**config.mk**
```make
export PLATFORM = sky130hd
export DESIGN_NAME = pipe_hazard_ctrl
export DESIGN_NICKNAME = d
export VERILOG_FILES = /design/src/rtl/pipe_hazard_ctrl_pkg.sv /design/src/rtl/pipe_hazard_ctrl_sat_counter.sv /design/src/rtl/pipe_hazard_ctrl.sv
export SDC_FILE = /design/constraint.sdc
export NUM_CORES = 1
export LEC_CHECK = 0
export BUFFER_PORTS_ARGS = -buffer_cell sky130_fd_sc_hd__buf_2
export CORE_MARGIN = 10
export CORE_UTILIZATION = 40
export DETAILED_ROUTE_END_ITERATION = 8
export HOLD_SLACK_MARGIN = 0.02
export MAX_ROUTING_LAYER = met4
export PLACE_DENSITY = 0.67
export REMOVE_ABC_BUFFERS = 1
export SYNTH_ARGS = -nofsm -noshare
export SYNTH_HDL_FRONTEND = slang
export SYNTH_SLANG_ARGS = --single-unit
```
**constraint.sdc**
```tcl
create_clock -name CLK -period 2 [get_ports CLK]
set_input_delay 0.4 -clock CLK [delete_from_list [all_inputs] [get_ports CLK]]
set_output_delay 0.4 -clock CLK [all_outputs]
set_load 0.01 [all_outputs]
```
**src/rtl/pipe_hazard_ctrl_pkg.sv**
```systemverilog
// Shared definitions for the pipeline stall/flush sequencer.
package pipe_hazard_ctrl_pkg;

    // Sequencer state encoding.
    typedef enum logic [1:0] {
        ST_INIT     = 2'd0,
        ST_RUN      = 2'd1,
        ST_MEM_WAIT = 2'd2,
        ST_FAULT    = 2'd3
    } state_t;

    // Register $zero never carries a real dependency.
    localparam logic [4:0] REG_ZERO = 5'd0;

    // True when the instruction in ID reads the destination of the load in EX.
    function automatic logic load_use_hit(
        input logic       mem_read,
        input logic [4:0] ex_rt,
        input logic [4:0] id_rs,
        input logic [4:0] id_rt
    );
        return mem_read && (ex_rt != REG_ZERO) && ((ex_rt == id_rs) || (ex_rt == id_rt));
    endfunction

endpackage

```
**src/rtl/pipe_hazard_ctrl_sat_counter.sv**
```systemverilog
// Saturating event counter: sticks at all-ones instead of wrapping.
module sat_counter #(
    parameter int W = 16
) (
    input  logic         CLK,
    input  logic         RST,
    input  logic         inc,
    output logic [W-1:0] count
);

    logic [W-1:0] count_reg;

    // Count up on inc until all-ones, then hold.
    always_ff @(posedge CLK) begin
        if (RST) begin
            count_reg <= '0;
        end else if (inc && (count_reg != {W{1'b1}})) begin
            count_reg <= count_reg + 1'b1;
        end
    end

    assign count = count_reg;

endmodule

```
**src/rtl/pipe_hazard_ctrl.sv**
```systemverilog
// Stall/flush sequencer for the 5-stage pipeline registers. Control outputs
// are decoded combinationally from state and current inputs so they act on
// the pipeline registers at the same clock edge.
module pipe_hazard_ctrl
    import pipe_hazard_ctrl_pkg::*;
#(
    parameter int INIT_CYCLES = 4,
    parameter int MEM_TIMEOUT = 64,
    parameter int CNT_W       = 16
) (
    input  logic             CLK,
    input  logic             RST,
    input  logic             ID_EX_MemRead,
    input  logic [4:0]       ID_EX_RegisterRt,
    input  logic [4:0]       IF_ID_RegisterRs,
    input  logic [4:0]       IF_ID_RegisterRt,
    input  logic             BranchTaken,
    input  logic             dmem_req,
    input  logic             dmem_ready,
    output logic             PCWrite,
    output logic             IF_ID_Write,
    output logic             IF_ID_Flush,
    output logic             ID_EX_Flush,
    output logic             Pipe_Hold,
    output logic             fault,
    output logic [CNT_W-1:0] stall_cnt,
    output logic [CNT_W-1:0] flush_cnt
);

    state_t     state_reg;
    logic [7:0] wait_cnt_reg;
    logic       fault_reg;

    logic mem_wait;
    logic load_use;
    logic active;
    logic stall_inc;
    logic flush_inc;

    assign mem_wait = dmem_req && !dmem_ready;
    assign load_use = load_use_hit(ID_EX_MemRead, ID_EX_RegisterRt,
                                   IF_ID_RegisterRs, IF_ID_RegisterRt);
    assign active   = (state_reg == ST_RUN) || (state_reg == ST_MEM_WAIT);

    // Memory wait outranks branch, branch outranks load-use; at most one
    // counter event per cycle, none outside RUN/MEM_WAIT.
    assign stall_inc = active && (mem_wait || (!BranchTaken && load_use));
    assign flush_inc = active && !mem_wait && BranchTaken;

    // Decode pipeline-register controls from state and current hazards.
    always_comb begin
        PCWrite     = 1'b1;
        IF_ID_Write = 1'b1;
        IF_ID_Flush = 1'b0;
        ID_EX_Flush = 1'b0;
        Pipe_Hold   = 1'b0;
        case (state_reg)
            ST_INIT: begin
                PCWrite     = 1'b0;
                IF_ID_Flush = 1'b1;
                ID_EX_Flush = 1'b1;
            end
            ST_RUN, ST_MEM_WAIT: begin
                if (mem_wait) begin
                    PCWrite     = 1'b0;
                    IF_ID_Write = 1'b0;
                    Pipe_Hold   = 1'b1;
                end else if (BranchTaken) begin
                    IF_ID_Flush = 1'b1;
                    ID_EX_Flush = 1'b1;
                end else if (load_use) begin
                    PCWrite     = 1'b0;
                    IF_ID_Write = 1'b0;
                    ID_EX_Flush = 1'b1;
                end
            end
            ST_FAULT: begin
                PCWrite     = 1'b0;
                IF_ID_Write = 1'b0;
                ID_EX_Flush = 1'b1;
                Pipe_Hold   = 1'b1;
            end
            default: ;
        endcase
    end

    // Sequencer: purge countdown, memory-wait timeout, sticky fault.
    always_ff @(posedge CLK) begin
        if (RST) begin
            state_reg    <= ST_INIT;
            wait_cnt_reg <= 8'(INIT_CYCLES - 1);
            fault_reg    <= 1'b0;
        end else begin
            case (state_reg)
                ST_INIT: begin
                    if (wait_cnt_reg == 8'd0) begin
                        state_reg <= ST_RUN;
                    end else begin
                        wait_cnt_reg <= wait_cnt_reg - 8'd1;
                    end
                end
                ST_RUN, ST_MEM_WAIT: begin
                    if (mem_wait) begin
                        if (state_reg == ST_RUN) begin
                            state_reg    <= ST_MEM_WAIT;
                            wait_cnt_reg <= 8'd1;
                        end else if (wait_cnt_reg == 8'(MEM_TIMEOUT - 1)) begin
                            state_reg <= ST_FAULT;
                            fault_reg <= 1'b1;
                        end else begin
                            wait_cnt_reg <= wait_cnt_reg + 8'd1;
                        end
                    end else begin
                        // Ready, or request withdrawn: the access is over.
                        state_reg <= ST_RUN;
                    end
                end
                ST_FAULT: ;
                default: state_reg <= ST_INIT;
            endcase
        end
    end

    assign fault = fault_reg;

    sat_counter #(.W(CNT_W)) u_stall_cnt (
        .CLK   (CLK),
        .RST   (RST),
        .inc   (stall_inc),
        .count (stall_cnt)
    );

    sat_counter #(.W(CNT_W)) u_flush_cnt (
        .CLK   (CLK),
        .RST   (RST),
        .inc   (flush_inc),
        .count (flush_cnt)
    );

endmodule

```
=== Word level (Yosys, flattened, before mapping) ===
Index checks and enable logic that the tools add are counted.

* Add/subtract/negate cells: 4
* Eq/ne operators: 13
* Multiplexer cells: 24
* Bitwise operators: 1
* Reductions and logical operators: 24

{| class="wikitable"
|+ Operator list
! kind !! count
|-
| 16-bit by 1-bit adder with 16-bit output (second input constant) || 2
|-
| 8-bit 2-to-1 mux || 4
|-
| 16-bit inequality test (second input constant) || 2
|-
| 8-bit one-hot mux with 2 select lines || 1
|-
| 5-bit == test || 2
|-
| 1-bit one-hot mux with 2 select lines || 5
|-
| 1-bit logical AND || 9
|-
| 1-bit 2-to-1 mux || 9
|-
| 8-bit by 1-bit adder with 8-bit output (second input constant) || 1
|-
| 8-bit by 6-bit == test with 1-bit output (second input constant) || 1
|-
| 8-bit zero test || 1
|-
| 2-bit 2-to-1 mux || 4
|-
| 4-bit AND reduction || 2
|-
| 8-bit by 1-bit subtractor with 8-bit output (second input constant) || 1
|-
| 2-bit inequality test (second input constant) || 3
|-
| 5-bit nonzero test || 1
|-
| 2-bit == test (second input constant) || 2
|-
| 4-bit inequality test (second input constant) || 1
|-
| 2-bit one-hot mux with 2 select lines || 1
|-
| 2-bit OR reduction || 2
|-
| 1-bit zero test || 3
|-
| 1-bit logical OR || 3
|-
| 3-bit inequality test (second input constant) || 1
|-
| 3-bit AND reduction || 1
|-
| 4 further kinds || 4
|}

* Bits in registers: 43
* Output and inout port bits: 38
* Logic and storage cells: 71

=== Logic depth before layout (Yosys ltp) ===
Gate-level depths: netlist (run 1).

* Depth in word-level cells: 7
* Gate-level depth with buffers: 9

=== By module ===
A second synthesis (run 1) with hierarchy kept.

* Cells, all modules: 340
* Area total of the unflattened synthesis: 2836.5 um^2

{| class="wikitable"
|+ Modules (own cells, without submodules)
! module !! times used !! cells an instance !! area each (um^2)
|-
| sat_counter || 2 || 99 || 848.3
|-
| pipe_hazard_ctrl || 1 || 142 || 1139.8
|}

=== Worst setup path after synthesis (run 1) ===
OpenSTA, ideal clock, no wires.

* Path type: input port to output port
* Start point: input port ID_EX_RegisterRt[1]
* End point: output port IF_ID_Write
* Arrival: 1.743 ns
* Required time: 1.600 ns
* Slack: -0.143 ns
* Stages on the path: 5
* Buffers on the path: 1
* Cells stage by stage: or4_1 o21ai_1 o31a_4 buf_6 a21boi_0

* Word-level cells in the longest chain between the ends: 7
* Elaborated cells between the ends (all ways): 10
* Classes of those cells: eq/ne (2); mux (4); reduce/logical (4)

{| class="wikitable"
|+ RTL lines
! element !! line !! RTL
|-
| from (decl) || pipe_hazard_ctrl.sv:14 || <nowiki>input logic [4:0] ID_EX_RegisterRt,</nowiki>
|-
| 5-bit == test or 5-bit nonzero test (tied branches) || pipe_hazard_ctrl_pkg.sv:22 || <nowiki>return mem_read && (ex_rt != REG_ZERO) && ((ex_rt == id_rs) || (ex_rt == id_rt));</nowiki>
|-
| 1-bit logical OR or 1-bit logical AND (tied branches) || pipe_hazard_ctrl_pkg.sv:22 ||
|-
| 1-bit logical AND (*) || pipe_hazard_ctrl_pkg.sv:22 ||
|-
| 1-bit 2-to-1 mux (*) || pipe_hazard_ctrl.sv:71 || <nowiki>end else if (load_use) begin</nowiki>
|-
| 1-bit 2-to-1 mux (*) || pipe_hazard_ctrl.sv:68 || <nowiki>end else if (BranchTaken) begin</nowiki>
|-
| 1-bit 2-to-1 mux (*) || pipe_hazard_ctrl.sv:64 || <nowiki>if (mem_wait) begin</nowiki>
|-
| 1-bit one-hot mux with 2 select lines (*) || pipe_hazard_ctrl.sv:57 || <nowiki>case (state_reg)</nowiki>
|-
| to (decl) || pipe_hazard_ctrl.sv:21 || <nowiki>output logic IF_ID_Write,</nowiki>
|}

Every way passes the cells marked *; elsewhere a longest branch is shown, timed or not.

=== Worst setup path in the final report (run 1) ===
* Start point: input port ID_EX_RegisterRt[2]
* End point: output port IF_ID_Write

Same word-level chain as after synthesis.

==> impl_summary.log, run 1 <==
INFO  metric place_worst_setup_slack = -0.344 ns
INFO  metric postSynth.asyncResetShare = 0%
INFO  metric die-width = 102 µm
INFO  metric grt_max_degree = 29
INFO  metric layout.area.seq = 866 µm²
INFO  metric grt_first_pass_wirelength = 12100 µm
INFO  metric worstSetupPathType = primary input to primary output
INFO  metric worst_r2r_endpoint = u_stall_cnt.count[11]$_SDFFE_PP0P_
INFO  metric firstDrtPassIters = 4
INFO  metric leakagePower = 1.52 nW
INFO  metric critical_path.reg2reg.startpoint = state_reg[0]$_SDFFE_PP0P_
INFO  metric grt_setup_unrepaired = true
INFO  metric overall_fraction_of_global_route_tracks_in_use = 14.3%
INFO  metric cts_buffers = 5
INFO  metric critical_path.most_common_cell = sky130_fd_sc_hd__buf_6
INFO  metric worst_slew_pin_slew = 0.520 ns
INFO  metric layout-drive-gt1-share = 35.8%
INFO  metric timing.critical_path.slowest_stage_cell = sky130_fd_sc_hd__or4_4
INFO  metric post_synthesis_area_per_instance = 8.14 µm²
INFO  metric min_from = fault$_SDFFE_PP0P_
INFO  metric first_global_vias = 2667
INFO  metric syn-instance-count = 333
INFO  metric post-route-period-util = 108%
INFO  metric post_synth_num_cell_types = 54
INFO  metric stdcell_area = 0.00366 mm²
INFO  metric drt-initial-drc-count = 113
INFO  metric timing.critical_path.cells = buf_8 -> or4_4 -> o21ai_4 -> buf_6 -> o31a_4 -> a21boi_4 -> buf_6
INFO  metric fin_cells = 502
INFO  metric mostFrequentLayoutCell = sky130_fd_sc_hd__buf_2
INFO  metric ys_seq_elements = 43
INFO  metric worst_ir_drop_vdd = 0.000361 V
INFO  metric design.portCount = 59
INFO  metric failed_checks = negative setup slack
INFO  metric yosys_warnings = 0
INFO  metric cts_tree = built
INFO  metric outcome = finished with violations
INFO  metric dieHeight = 102 µm
INFO  metric max_cap_violations = 0
INFO  metric finish.net_count = 455
INFO  metric timing.clock.skew = 0.0130 ns
INFO  metric post_synth_instance_area = 0.00271 mm²
INFO  metric synth_edf_count = 0
INFO  metric synth_top_flop_cell = sky130_fd_sc_hd__dfxtp_1
INFO  metric clock_sinks = 43
INFO  metric via_count = 2664
INFO  metric timing.final.setup_violations = 12
INFO  metric drt-wirelength-per-cell = 14.3 µm
INFO  metric drc_errors = 0
INFO  metric cpLargestDelayFamily = simple AND/OR/NAND/NOR gates
INFO  metric min_path_type = register to register
INFO  metric dp_hpwl = 5440 µm
INFO  metric critical_path.endpoint_type = primary output
INFO  metric num_antenna_cells = 0
INFO  metric ctsRootBufferMaster = sky130_fd_sc_hd__clkbuf_8
INFO  metric worst_r2r_path_depth = 7
INFO  metric row_cnt = 29
INFO  metric final_hold_viol_count = 0
INFO  metric timing.final.max_slew_violations = 0
INFO  metric flow.area_growth_from_synthesis = 35.2%
INFO  metric synth_seq_area_share = 31.8%
INFO  metric worstSetupStartpointType = primary input
INFO  metric worst_skew_pair.late_latency = 0.30 ns
INFO  metric max-slew-margin-rel = 65.3%
INFO  metric cp_max_fo = 3
INFO  metric initial_core_util = 42.0%
INFO  metric io_buffers = 58
INFO  metric cts.clk_slew.worst_paths = 0.09 ns
INFO  metric fin_util = 56.7%
INFO  metric vias_per_cell = 5.31
INFO  metric grt_overflow_total = 0
INFO  metric pwr_density_cell = 730 mW/mm²
INFO  metric critical_path_buf_inv_count = 3
INFO  metric finalWeightedCongestion = 0.871
INFO  metric die-area = 0.0105 mm²
INFO  metric max_freq = 464 MHz
INFO  metric time_the_worst_path_needs_with_i_o_delays_and_setup = 2.16 ns
INFO  metric grt_antenna_before_repair = 0
INFO  metric crit_path_largest_cell_delay = 0.54 ns
INFO  metric place.detailed.instances = 488
INFO  metric wl = 7160 µm
INFO  metric worst_hold_slack = 0.486 ns
INFO  metric crit_required = 1.60 ns
INFO  metric endpoint_of_the_worst_hold_timing_path = fault$_SDFFE_PP0P_
INFO  metric placeableCoreArea = 0.00646 mm²
INFO  metric mostFrequentLayoutCells = sky130_fd_sc_hd__buf_2, sky130_fd_sc_hd__nor2_1, sky130_fd_sc_hd__dfxtp_1, sky130_fd_sc_hd__buf_4, sky130_fd_sc_hd__nand2_1
INFO  metric cts.hold.buffers_added = 0
INFO  metric final_antenna_net_count = 0
INFO  metric min_delay_path_depth = 2
INFO  metric worst-endpoint-arrival = 1.76 ns
INFO  metric setup_slack = -0.155 ns
INFO  metric cts.path.max_buffers = 2
INFO  metric num-fill-cells = 597
INFO  metric multiInputGateArea = 0.00190 mm²
INFO  metric timing.reg2reg.setup_slack = -0.05 ns
INFO  metric placed_cell_area = 0.00332 mm²
INFO  metric cts-htree-levels = 2
## layout make-up
type                            count  share of cell area [%]
Clock buffer                        6                    2.25
Clock inverter                      2                   0.956
Inverter                            8                   0.820
Multi-Input combinational cell    268                    51.9
Sequential cell                    43                    23.6
Tap cell                           77                    2.63
Timing Repair Buffer               98                    17.8
## where the power goes
group,internal (mW),switching (mW)
clock,0.404,0.308
combinational,0.475,0.486
sequential,0.917,0.0826
## stage by stage
step                power [mW]  TNS (ns)
CTS                       2.64    -0.656
detailed placement        1.89     -4.73
floorplan                 1.50     -7.95
global placement          1.87     -4.11
global route              2.86     -1.72
finish                    2.67    -0.687
## tightest hold or removal path: stages, from the launching register on
cell and delay, ns:
sky130_fd_sc_hd__dfxtp_1 0.34, sky130_fd_sc_hd__a31oi_1 0.04, sky130_fd_sc_hd__nor2_1 0.07
## how the worst max path moves through the flow
stage,depth (start not counted),to,startpoint
6_report,7,IF_ID_Write,ID_EX_RegisterRt[2]
5_1_grt,7,IF_ID_Write,ID_EX_RegisterRt[2]
4_1_cts,7,IF_ID_Write,ID_EX_RegisterRt[3]
3_5_place_dp,6,IF_ID_Write,ID_EX_RegisterRt[1]
3_3_place_gp,6,IF_ID_Write,ID_EX_RegisterRt[1]
2_1_floorplan,7,u_stall_cnt.count[11]$_SDFFE_PP0P_,u_stall_cnt.count[0]$_SDFFE_PP0P_
## kinds of logic (layout without fill, tap and decap cells)
| family | Yosys count | count (layout) | synth area share (%) |
|---|---|---|---|
| AND/OR/NAND/NOR | 167 | 167 | 34.3 |
| AO/OA/AOI/OAI | 58 | 58 | 14.1 |
| flip-flops | 43 | 43 | 31.8 |
| XOR/XNOR | 24 | 24 | 7.76 |
| buffers and inverters | 22 | 114 | 3.83 |
| adder cells (fa/ha/maj) | 10 | 10 | 4.62 |
| multiplexers | 9 | 9 | 3.69 |
## synth_stat cells (2+ instances only)
cell / n / share of area, %
sky130_fd_sc_hd__a211oi_1: 2 / 0.55
sky130_fd_sc_hd__a21oi_1: 22 / 4.1
sky130_fd_sc_hd__a31oi_1: 2 / 0.46
sky130_fd_sc_hd__and2_1: 3 / 0.69
sky130_fd_sc_hd__and3_1: 4 / 0.92
sky130_fd_sc_hd__and4_1: 3 / 0.97
sky130_fd_sc_hd__buf_2: 2 / 0.37
sky130_fd_sc_hd__clkbuf_1: 10 / 1.4
sky130_fd_sc_hd__dfxtp_1: 43 / 32
sky130_fd_sc_hd__ha_1: 10 / 4.6
sky130_fd_sc_hd__inv_1: 8 / 1.1
sky130_fd_sc_hd__mux2_1: 5 / 2.1
sky130_fd_sc_hd__mux2_2: 3 / 1.2
sky130_fd_sc_hd__nand2_1: 22 / 3.0
sky130_fd_sc_hd__nand2b_1: 7 / 1.6
sky130_fd_sc_hd__nand3_1: 14 / 2.6
sky130_fd_sc_hd__nand4_1: 8 / 1.8
sky130_fd_sc_hd__nor2_1: 58 / 8.0
sky130_fd_sc_hd__nor2b_1: 11 / 2.5
sky130_fd_sc_hd__nor3_1: 9 / 1.7
sky130_fd_sc_hd__nor3_2: 2 / 0.74
sky130_fd_sc_hd__nor3b_1: 3 / 0.83
sky130_fd_sc_hd__nor4_1: 2 / 0.46
sky130_fd_sc_hd__nor4_2: 2 / 0.92
sky130_fd_sc_hd__nor4_4: 3 / 2.4
sky130_fd_sc_hd__o21ai_0: 12 / 2.2
sky130_fd_sc_hd__o31ai_1: 5 / 1.4
sky130_fd_sc_hd__or3_1: 6 / 1.4
sky130_fd_sc_hd__or4_1: 5 / 1.4
sky130_fd_sc_hd__xnor2_1: 9 / 2.9
sky130_fd_sc_hd__xor2_1: 15 / 4.8
## layer usage
layer | vias up | share of wire (%) | GRT usage [%]
li1 | 1363 | - | -
met1 | 1230 | 46 | 17.2
met2 | 66 | 46 | 23.1
met3 | 5 | 7.2 | 4.52
met4 | 0 | 0.64 | 2.93
met5 | - | 0 | -
## what timing repair did
item | in CTS | in global routing
hold endpoints to repair | 0 | 0
pin swaps | 7 | 9
setup buffers | 4 | 3
gates resized for setup | 25 | 25
setup endpoints to repair | 31 | 30
(Power assumes the default switching activity.)
==> inputs of run 2 (changes only) <==
--- a/config.mk
+++ b/config.mk
@@ -12,6 +12,7 @@
 export HOLD_SLACK_MARGIN = 0.02
 export MAX_ROUTING_LAYER = met4
 export PLACE_DENSITY = 0.67
+export RECOVER_POWER = 50
 export REMOVE_ABC_BUFFERS = 1
 export SYNTH_ARGS = -nofsm -noshare
 export SYNTH_HDL_FRONTEND = slang
==> run 2 against run 1 <==
Against the previous run: the flow still finishes with violations (negative setup slack); cell count did not move; count of clock-buffer cells in the layout did not move; first-iteration DRC count rose by 7.1%; setup slack barely moved; clock power barely moved; combinational power barely moved; die area did not move; sequential power barely moved; largest cell class unchanged; largest power group unchanged; highest routed layer unchanged.
==> impl_summary.log, run 2 (synthesis results as in run 1) <==
INFO  metric crit_path_largest_cell_delay = 0.54 ns (about the same)
INFO  metric outcome = finished with violations (unchanged)
INFO  metric design.portCount = 59 (unchanged)
INFO  metric timing.final.setup_violations = 12 (unchanged)
INFO  metric post-route-period-util = 108% (about the same)
INFO  metric firstDrtPassIters = 4 (unchanged)
INFO  metric placeableCoreArea = 0.00646 mm² (unchanged)
INFO  metric die-area = 0.0105 mm² (unchanged)
INFO  metric overall_fraction_of_global_route_tracks_in_use = 14.3% (unchanged)
INFO  metric finalWeightedCongestion = 0.871 (unchanged)
INFO  metric wl = 7170 µm (was 7160 µm)
INFO  metric grt_max_degree = 29 (unchanged)
INFO  metric time_the_worst_path_needs_with_i_o_delays_and_setup = 2.16 ns (about the same)
INFO  metric final_antenna_net_count = 0 (unchanged)
INFO  metric worstSetupPathType = primary input to primary output (unchanged)
INFO  metric cts.hold.buffers_added = 0 (unchanged)
INFO  metric cts-htree-levels = 2 (unchanged)
INFO  metric timing.final.max_slew_violations = 0 (unchanged)
INFO  metric setup_slack = -0.155 ns (about the same)
INFO  metric drt-wirelength-per-cell = 14.3 µm (about the same)
INFO  metric worstSetupStartpointType = primary input (unchanged)
INFO  metric cts_tree = built (unchanged)
INFO  metric worst-endpoint-arrival = 1.76 ns (about the same)
INFO  metric clock_sinks = 43 (unchanged)
INFO  metric grt_setup_unrepaired = true (unchanged)
INFO  metric grt_first_pass_wirelength = 12100 µm (unchanged)
INFO  metric mostFrequentLayoutCell = sky130_fd_sc_hd__nor2_1 (was sky130_fd_sc_hd__buf_2)
INFO  metric dp_hpwl = 5440 µm (unchanged)
INFO  metric max_cap_violations = 0 (unchanged)
INFO  metric finish.net_count = 455 (unchanged)
INFO  metric first_global_vias = 2667 (unchanged)
INFO  metric setup_tns = -0.680 ns (was -0.687 ns)
INFO  metric drc_errors = 0 (unchanged)
INFO  metric via_count = 2667 (was 2664)
INFO  metric worst_slew_pin_slew = 0.522 ns (was 0.520 ns)
INFO  metric cp_max_fo = 3 (unchanged)
INFO  metric crit_required = 1.60 ns (about the same)
INFO  metric pwr_density_cell = 738 mW/mm² (was 730 mW/mm²)
INFO  metric num_antenna_cells = 0 (unchanged)
INFO  metric worst_ir_drop_vdd = 0.000364 V (was 0.000361 V)
INFO  metric row_cnt = 29 (unchanged)
INFO  metric timing.critical_path.slowest_stage_cell = sky130_fd_sc_hd__or4_4 (unchanged)
INFO  metric critical_path.endpoint_type = primary output (unchanged)
INFO  metric critical_path.most_common_cell = sky130_fd_sc_hd__buf_6 (unchanged)
INFO  metric mostFrequentLayoutCells = sky130_fd_sc_hd__nor2_1, sky130_fd_sc_hd__dfxtp_1, sky130_fd_sc_hd__buf_4, sky130_fd_sc_hd__clkbuf_1, sky130_fd_sc_hd__buf_2 (was sky130_fd_sc_hd__buf_2, sky130_fd_sc_hd__nor2_1, sky130_fd_sc_hd__dfxtp_1, sky130_fd_sc_hd__buf_4, sky130_fd_sc_hd__nand2_1)
INFO  metric max-slew-margin-rel = 65.2% (was 65.3%)
INFO  metric flow.area_growth_from_synthesis = 33.7% (was 35.2%)
INFO  metric drt-initial-drc-count = 121 (was 113)
INFO  metric cts.clk_slew.worst_paths = 0.09 ns (about the same)
INFO  metric timing.critical_path.cells = buf_8 -> or4_4 -> o21ai_4 -> buf_6 -> o31a_4 -> a21boi_4 -> buf_6 (unchanged)
INFO  metric leakagePower = 1.39 nW (was 1.52 nW)
INFO  metric ctsRootBufferMaster = sky130_fd_sc_hd__clkbuf_8 (unchanged)
INFO  metric cts.path.max_buffers = 2 (unchanged)
INFO  metric grt_overflow_total = 0 (unchanged)
INFO  metric grt_antenna_before_repair = 0 (unchanged)
INFO  metric die-width = 102 µm (unchanged)
INFO  metric failed_checks = negative setup slack (unchanged)
INFO  metric initial_core_util = 42.0% (unchanged)
INFO  metric final_hold_viol_count = 0 (unchanged)
INFO  metric worst_hold_slack = 0.490 ns (was 0.486 ns)
INFO  metric vias_per_cell = 5.31 (about the same)
INFO  metric timing.clock.skew = 0.0133 ns (was 0.0130 ns)
INFO  metric cts_buffers = 5 (unchanged)
INFO  metric layout-drive-gt1-share = 28.5% (was 35.8%)
INFO  metric dieHeight = 102 µm (unchanged)
INFO  metric min_path_type = register to register (unchanged)
INFO  metric io_buffers = 58 (unchanged)
INFO  metric num-fill-cells = 613 (was 597)
INFO  metric max_freq = 464 MHz (about the same)
INFO  metric timing.reg2reg.setup_slack = -0.05 ns (about the same)
INFO  metric worst_skew_pair.late_latency = 0.30 ns (about the same)
==> run 2: layout make-up <==
type	instances	area, µm²	share of cell area (%)
timing repair buffer	98	612	16.9
tap	77	96.3	2.66
inverter	8	30.0	0.829
sequential	43	866	23.9
clock buffer	6	82.6	2.28
multi-input combinational	268	1900	52.5
clock inverter	2	35.0	0.967
==> run 2: where the power goes <==
group          leakage (nW)  internal, mW  switching [mW]
sequential            0.348         0.917          0.0826
combinational         0.978         0.474           0.486
clock                0.0612         0.404           0.308
total                  1.39          1.80           0.876
==> run 2: final timing paths <==
path / startpoint / end / cells after the start
worst min register to register: fault$_SDFFE_PP0P_ / fault$_SDFFE_PP0P_ / 2
worst max register to register: state_reg[0]$_SDFFE_PP0P_ / u_stall_cnt.count[11]$_SDFFE_PP0P_ / 7
worst max-delay path: ID_EX_RegisterRt[2] / IF_ID_Write / 7
worst min-delay path: fault$_SDFFE_PP0P_ / fault$_SDFFE_PP0P_ / 2
==> run 2: repair_timing <==
action                     4_1_cts  5_1_grt
setup endpoints to repair       31       30
cloned                           0        0
gates resized for setup         25       25
pin swaps                        7        9
buffers inserted                 4        3
==> run 2: stage by stage <==
stage	setup WS (ns)	util (%)	cell area (µm²)	total power [mW]	std cells
3_3_place_gp	-0.352	51.3	3320	1.87	488
2_1_floorplan	-0.484	-	2640	1.50	319
6_report	-0.155	56.1	3620	2.67	502
5_1_grt	-0.185	56.1	3620	2.86	502
4_1_cts	-0.178	54.8	3540	2.64	499
3_5_place_dp	-0.344	51.3	3320	1.89	488
==> run 2: per-layer routing <==
layer | routed length [µm] | GRT usage [%] | vias to the layer above
met5 | 0 | - | -
met4 | 46 | 2.93 | 0
met3 | 531 | 4.52 | 5
met2 | 3340 | 23.1 | 66
met1 | 3260 | 17.2 | 1231
li1 | - | - | 1365
==> run 2: critical path: cells and delay by family <==
kind	cells	cell delay [ns]
simple gates	1	0.54
compound gates	3	0.47
buf+inv	3	0.34
==> inputs of run 3 (changes only) <==
==> constraint.sdc (replaced) <==
create_clock -name CLK -period 2 [get_ports CLK]
set_input_delay 0.5 -clock CLK [delete_from_list [all_inputs] [get_ports CLK]]
set_output_delay 0.5 -clock CLK [all_outputs]
set_load 0.01 [all_outputs]
==> run 3 against run 2 <==
Against the previous run: the run still ends with negative setup slack left; sequential cell count is the same; sequential power is essentially flat; clock skew shrank 0.011 ns; utilization grew 3.7 points; critical endpoint is now u_stall_cnt.count[13]$_SDFFE_PP0P_; maximum frequency shrank 8.9%; global-route usage is essentially flat; largest power group is now combinational cells.
==> impl_summary.log, run 3 (synthesis results as in run 1) <==
INFO  metric dieHeight = 102 µm (unchanged)
INFO  metric grt_overflow_total = 0 (unchanged)
INFO  metric final_hold_viol_count = 0 (unchanged)
INFO  metric pwr_density_cell = 694 mW/mm² (was 738 mW/mm²)
INFO  metric worst_slew_pin_slew = 0.574 ns (was 0.522 ns)
INFO  metric grt_setup_unrepaired = true (unchanged)
INFO  metric cts.path.max_buffers = 2 (unchanged)
INFO  metric final_antenna_net_count = 0 (unchanged)
INFO  metric mostFrequentLayoutCell = sky130_fd_sc_hd__nor2_1 (unchanged)
INFO  metric outcome = finished with violations (unchanged)
INFO  metric worstSetupStartpointType = primary input (unchanged)
INFO  metric cts-htree-levels = 2 (unchanged)
INFO  metric time_the_worst_path_needs_with_i_o_delays_and_setup = 2.37 ns (was 2.16 ns)
INFO  metric row_cnt = 29 (unchanged)
INFO  metric finalWeightedCongestion = 0.849 (was 0.871)
INFO  metric leakagePower = 1.46 nW (was 1.39 nW)
INFO  metric clock_sinks = 43 (unchanged)
INFO  metric crit_required = 2.16 ns (was 1.60 ns)
INFO  metric worst_skew_pair.late_latency = 0.30 ns (about the same)
INFO  metric critical_path.endpoint_type = register (was primary output)
INFO  metric cts.clk_slew.worst_paths = 0.08 ns (was 0.09 ns)
INFO  metric cp_max_fo = 6 (was 3)
INFO  metric critical_path_buf_inv_count = 5 (was 3)
INFO  metric p_clk_share = 20.7% (was 26.7%)
INFO  metric timing.clock.skew = 0.00281 ns (was 0.0133 ns)
INFO  metric power_frac_comb = 41.7% (was 35.9%)
INFO  metric vias_per_cell = 5.35 (was 5.31)
INFO  metric grt_first_pass_wirelength = 12100 µm (about the same)
INFO  metric part_of_the_power_in_registers = 37.6% (was 37.4%)
INFO  metric post-route-period-util = 118% (was 108%)
INFO  metric cpLargestDelayFamily = compound AO/OA/AOI/OAI gates (was simple AND/OR/NAND/NOR gates)
INFO  metric die-area = 0.0105 mm² (unchanged)
INFO  metric grt_antenna_before_repair = 0 (unchanged)
INFO  metric design.portCount = 59 (unchanged)
INFO  metric failed_checks = negative setup slack (unchanged)
INFO  metric max-slew-margin-rel = 61.2% (was 65.2%)
INFO  metric placed_cell_area = 0.00335 mm² (was 0.00332 mm²)
INFO  metric place_worst_setup_slack = -0.476 ns (was -0.344 ns)
INFO  metric min_path_type = register to register (unchanged)
INFO  metric io_buffers = 58 (unchanged)
INFO  metric critical_path.most_common_cell = sky130_fd_sc_hd__buf_8 (was sky130_fd_sc_hd__buf_6)
INFO  metric timing.critical_path.slowest_stage_cell = sky130_fd_sc_hd__o41ai_1 (was sky130_fd_sc_hd__or4_4)
INFO  metric worstSetupPathType = primary input to register (was primary input to primary output)
INFO  metric min_delay_path_depth = 2 (unchanged)
INFO  metric timing.final.max_slew_violations = 0 (unchanged)
INFO  metric worst-endpoint-arrival = 2.53 ns (was 1.76 ns)
INFO  metric max_freq = 423 MHz (was 464 MHz)
INFO  metric cts.hold.buffers_added = 0 (unchanged)
INFO  metric switching_share = 35.1% (was 32.8%)
INFO  metric worst_ir_drop_vdd = 0.000315 V (was 0.000364 V)
INFO  metric timing.final.setup_violations = 21 (was 12)
INFO  metric initial_core_util = 42.0% (unchanged)
INFO  metric worst-path-stages = 11 (was 7)
INFO  metric crit_path_largest_cell_delay = 0.59 ns (was 0.54 ns)
INFO  metric wl = 7870 µm (was 7170 µm)
INFO  metric stdcell_area = 0.00386 mm² (was 0.00362 mm²)
INFO  metric flow.area_growth_from_synthesis = 42.4% (was 33.7%)
INFO  metric timing.critical_path.cells = buf_8 -> buf_6 -> xor2_2 -> nor3_2 -> a22oi_2 -> o31a_4 -> buf_4 -> buf_8 -> buf_16 -> o41ai_1 -> a21oi_2 (was buf_8 -> or4_4 -> o21ai_4 -> buf_6 -> o31a_4 -> a21boi_4 -> buf_6)
INFO  metric fin_cells = 513 (was 502)
INFO  metric place.detailed.instances = 492 (was 488)
INFO  metric overall_fraction_of_global_route_tracks_in_use = 14.4% (was 14.3%)
INFO  metric drc_errors = 0 (unchanged)
INFO  metric setup_slack = -0.367 ns (was -0.155 ns)
INFO  metric mostFrequentLayoutCells = sky130_fd_sc_hd__nor2_1, sky130_fd_sc_hd__dfxtp_1, sky130_fd_sc_hd__buf_4, sky130_fd_sc_hd__buf_2, sky130_fd_sc_hd__clkbuf_1 (was sky130_fd_sc_hd__nor2_1, sky130_fd_sc_hd__dfxtp_1, sky130_fd_sc_hd__buf_4, sky130_fd_sc_hd__clkbuf_1, sky130_fd_sc_hd__buf_2)
INFO  metric worst_hold_slack = 0.494 ns (was 0.490 ns)
INFO  metric cts_buffers = 5 (unchanged)
INFO  metric internal_power = 1.74 mW (was 1.80 mW)
INFO  metric grt_max_degree = 53 (was 29)
INFO  metric p_switching = 0.940 mW (was 0.876 mW)
INFO  metric drt-initial-drc-count = 110 (was 121)
INFO  metric setup_tns = -3.30 ns (was -0.680 ns)
INFO  metric die-width = 102 µm (unchanged)
INFO  metric placeableCoreArea = 0.00646 mm² (unchanged)
INFO  metric first_global_vias = 2661 (was 2667)
INFO  metric finish.net_count = 466 (was 455)
INFO  metric dp_hpwl = 5210 µm (was 5440 µm)
INFO  metric max_cap_violations = 0 (unchanged)
INFO  metric firstDrtPassIters = 5 (was 4)
INFO  metric drt-wirelength-per-cell = 15.3 µm (was 14.3 µm)
INFO  metric layout-drive-gt1-share = 34.2% (was 28.5%)
INFO  metric ctsRootBufferMaster = sky130_fd_sc_hd__clkbuf_8 (unchanged)
INFO  metric worst_r2r_path_depth = 9 (was 7)
INFO  metric num_antenna_cells = 0 (unchanged)
INFO  metric cts_tree = built (unchanged)
INFO  metric via_count = 2745 (was 2667)
run 3: changes by cell type in the layout (fill, tap and decap cells not counted), moves of 3 or more:
cell / before / now
sky130_fd_sc_hd__mux2_4: 1 / 8
sky130_fd_sc_hd__buf_2: 25 / 29
sky130_fd_sc_hd__mux2_2: 3 / 0
sky130_fd_sc_hd__buf_4: 33 / 37
sky130_fd_sc_hd__clkbuf_1: 31 / 28
sky130_fd_sc_hd__mux2_1: 4 / 0
sky130_fd_sc_hd__o21ai_1: 0 / 3
run 3: worst paths after layout:
check | from | end | slack, ns
worst min register to register | fault$_SDFFE_PP0P_ | fault$_SDFFE_PP0P_ | 0.49
worst max-delay path | ID_EX_RegisterRt[4] | u_stall_cnt.count[13]$_SDFFE_PP0P_ | -0.37
worst min-delay path | fault$_SDFFE_PP0P_ | fault$_SDFFE_PP0P_ | 0.49
worst max register to register | state_reg[0]$_SDFFE_PP0P_ | u_stall_cnt.count[13]$_SDFFE_PP0P_ | -0.36
run 3: cell type report:
class	count	area (µm²)
fill	602	2600
multi-input combinational	268	1990
sequential	43	867
timing repair buffer	109	779
tap	77	96.3
clock buffer	6	72.6
inverter	8	37.5
clock inverter	2	12.5
run 3: repair_timing:
item	4_1_cts	5_1_grt
setup buffers	5	8
pin swaps	19	28
gates cloned	2	1
gates resized for setup	34	50
setup endpoints to repair	25	31
run 3: layer usage:
| metal | track usage, % | wire, µm |
|---|---|---|
| met5 | - | 0 |
| met4 | 4.23 | 59 |
| met3 | 3.58 | 484 |
| met2 | 23.7 | 3800 |
| met1 | 17.0 | 3530 |
run 3: worst min-delay path, stage by stage (launching register included):
cell and delay [ns]:
sky130_fd_sc_hd__dfxtp_1 0.35, sky130_fd_sc_hd__a31oi_1 0.05, sky130_fd_sc_hd__nor2_1 0.07
run 3: through the flow:
| step | utilization, % | total power [mW] |
|---|---|---|
| 2_1_floorplan | - | 1.50 |
| 3_3_place_gp | 51.8 | 1.90 |
| 3_5_place_dp | 51.8 | 1.92 |
| 4_1_cts | 56.8 | 2.55 |
| 5_1_grt | 59.8 | 2.84 |
| 6_report | 59.8 | 2.68 |
run 3: power by group through the flow:
stage | Clock [mW] | Combinational (mW) | Sequential (mW)
finish | 0.555 | 1.12 | 1.01
global route | 0.604 | 1.22 | 1.01
CTS | 0.568 | 0.981 | 0.998
detailed placement | 0 | 0.904 | 1.02
global placement | 0 | 0.888 | 1.01
floorplan | 0 | 0.496 | 1.01
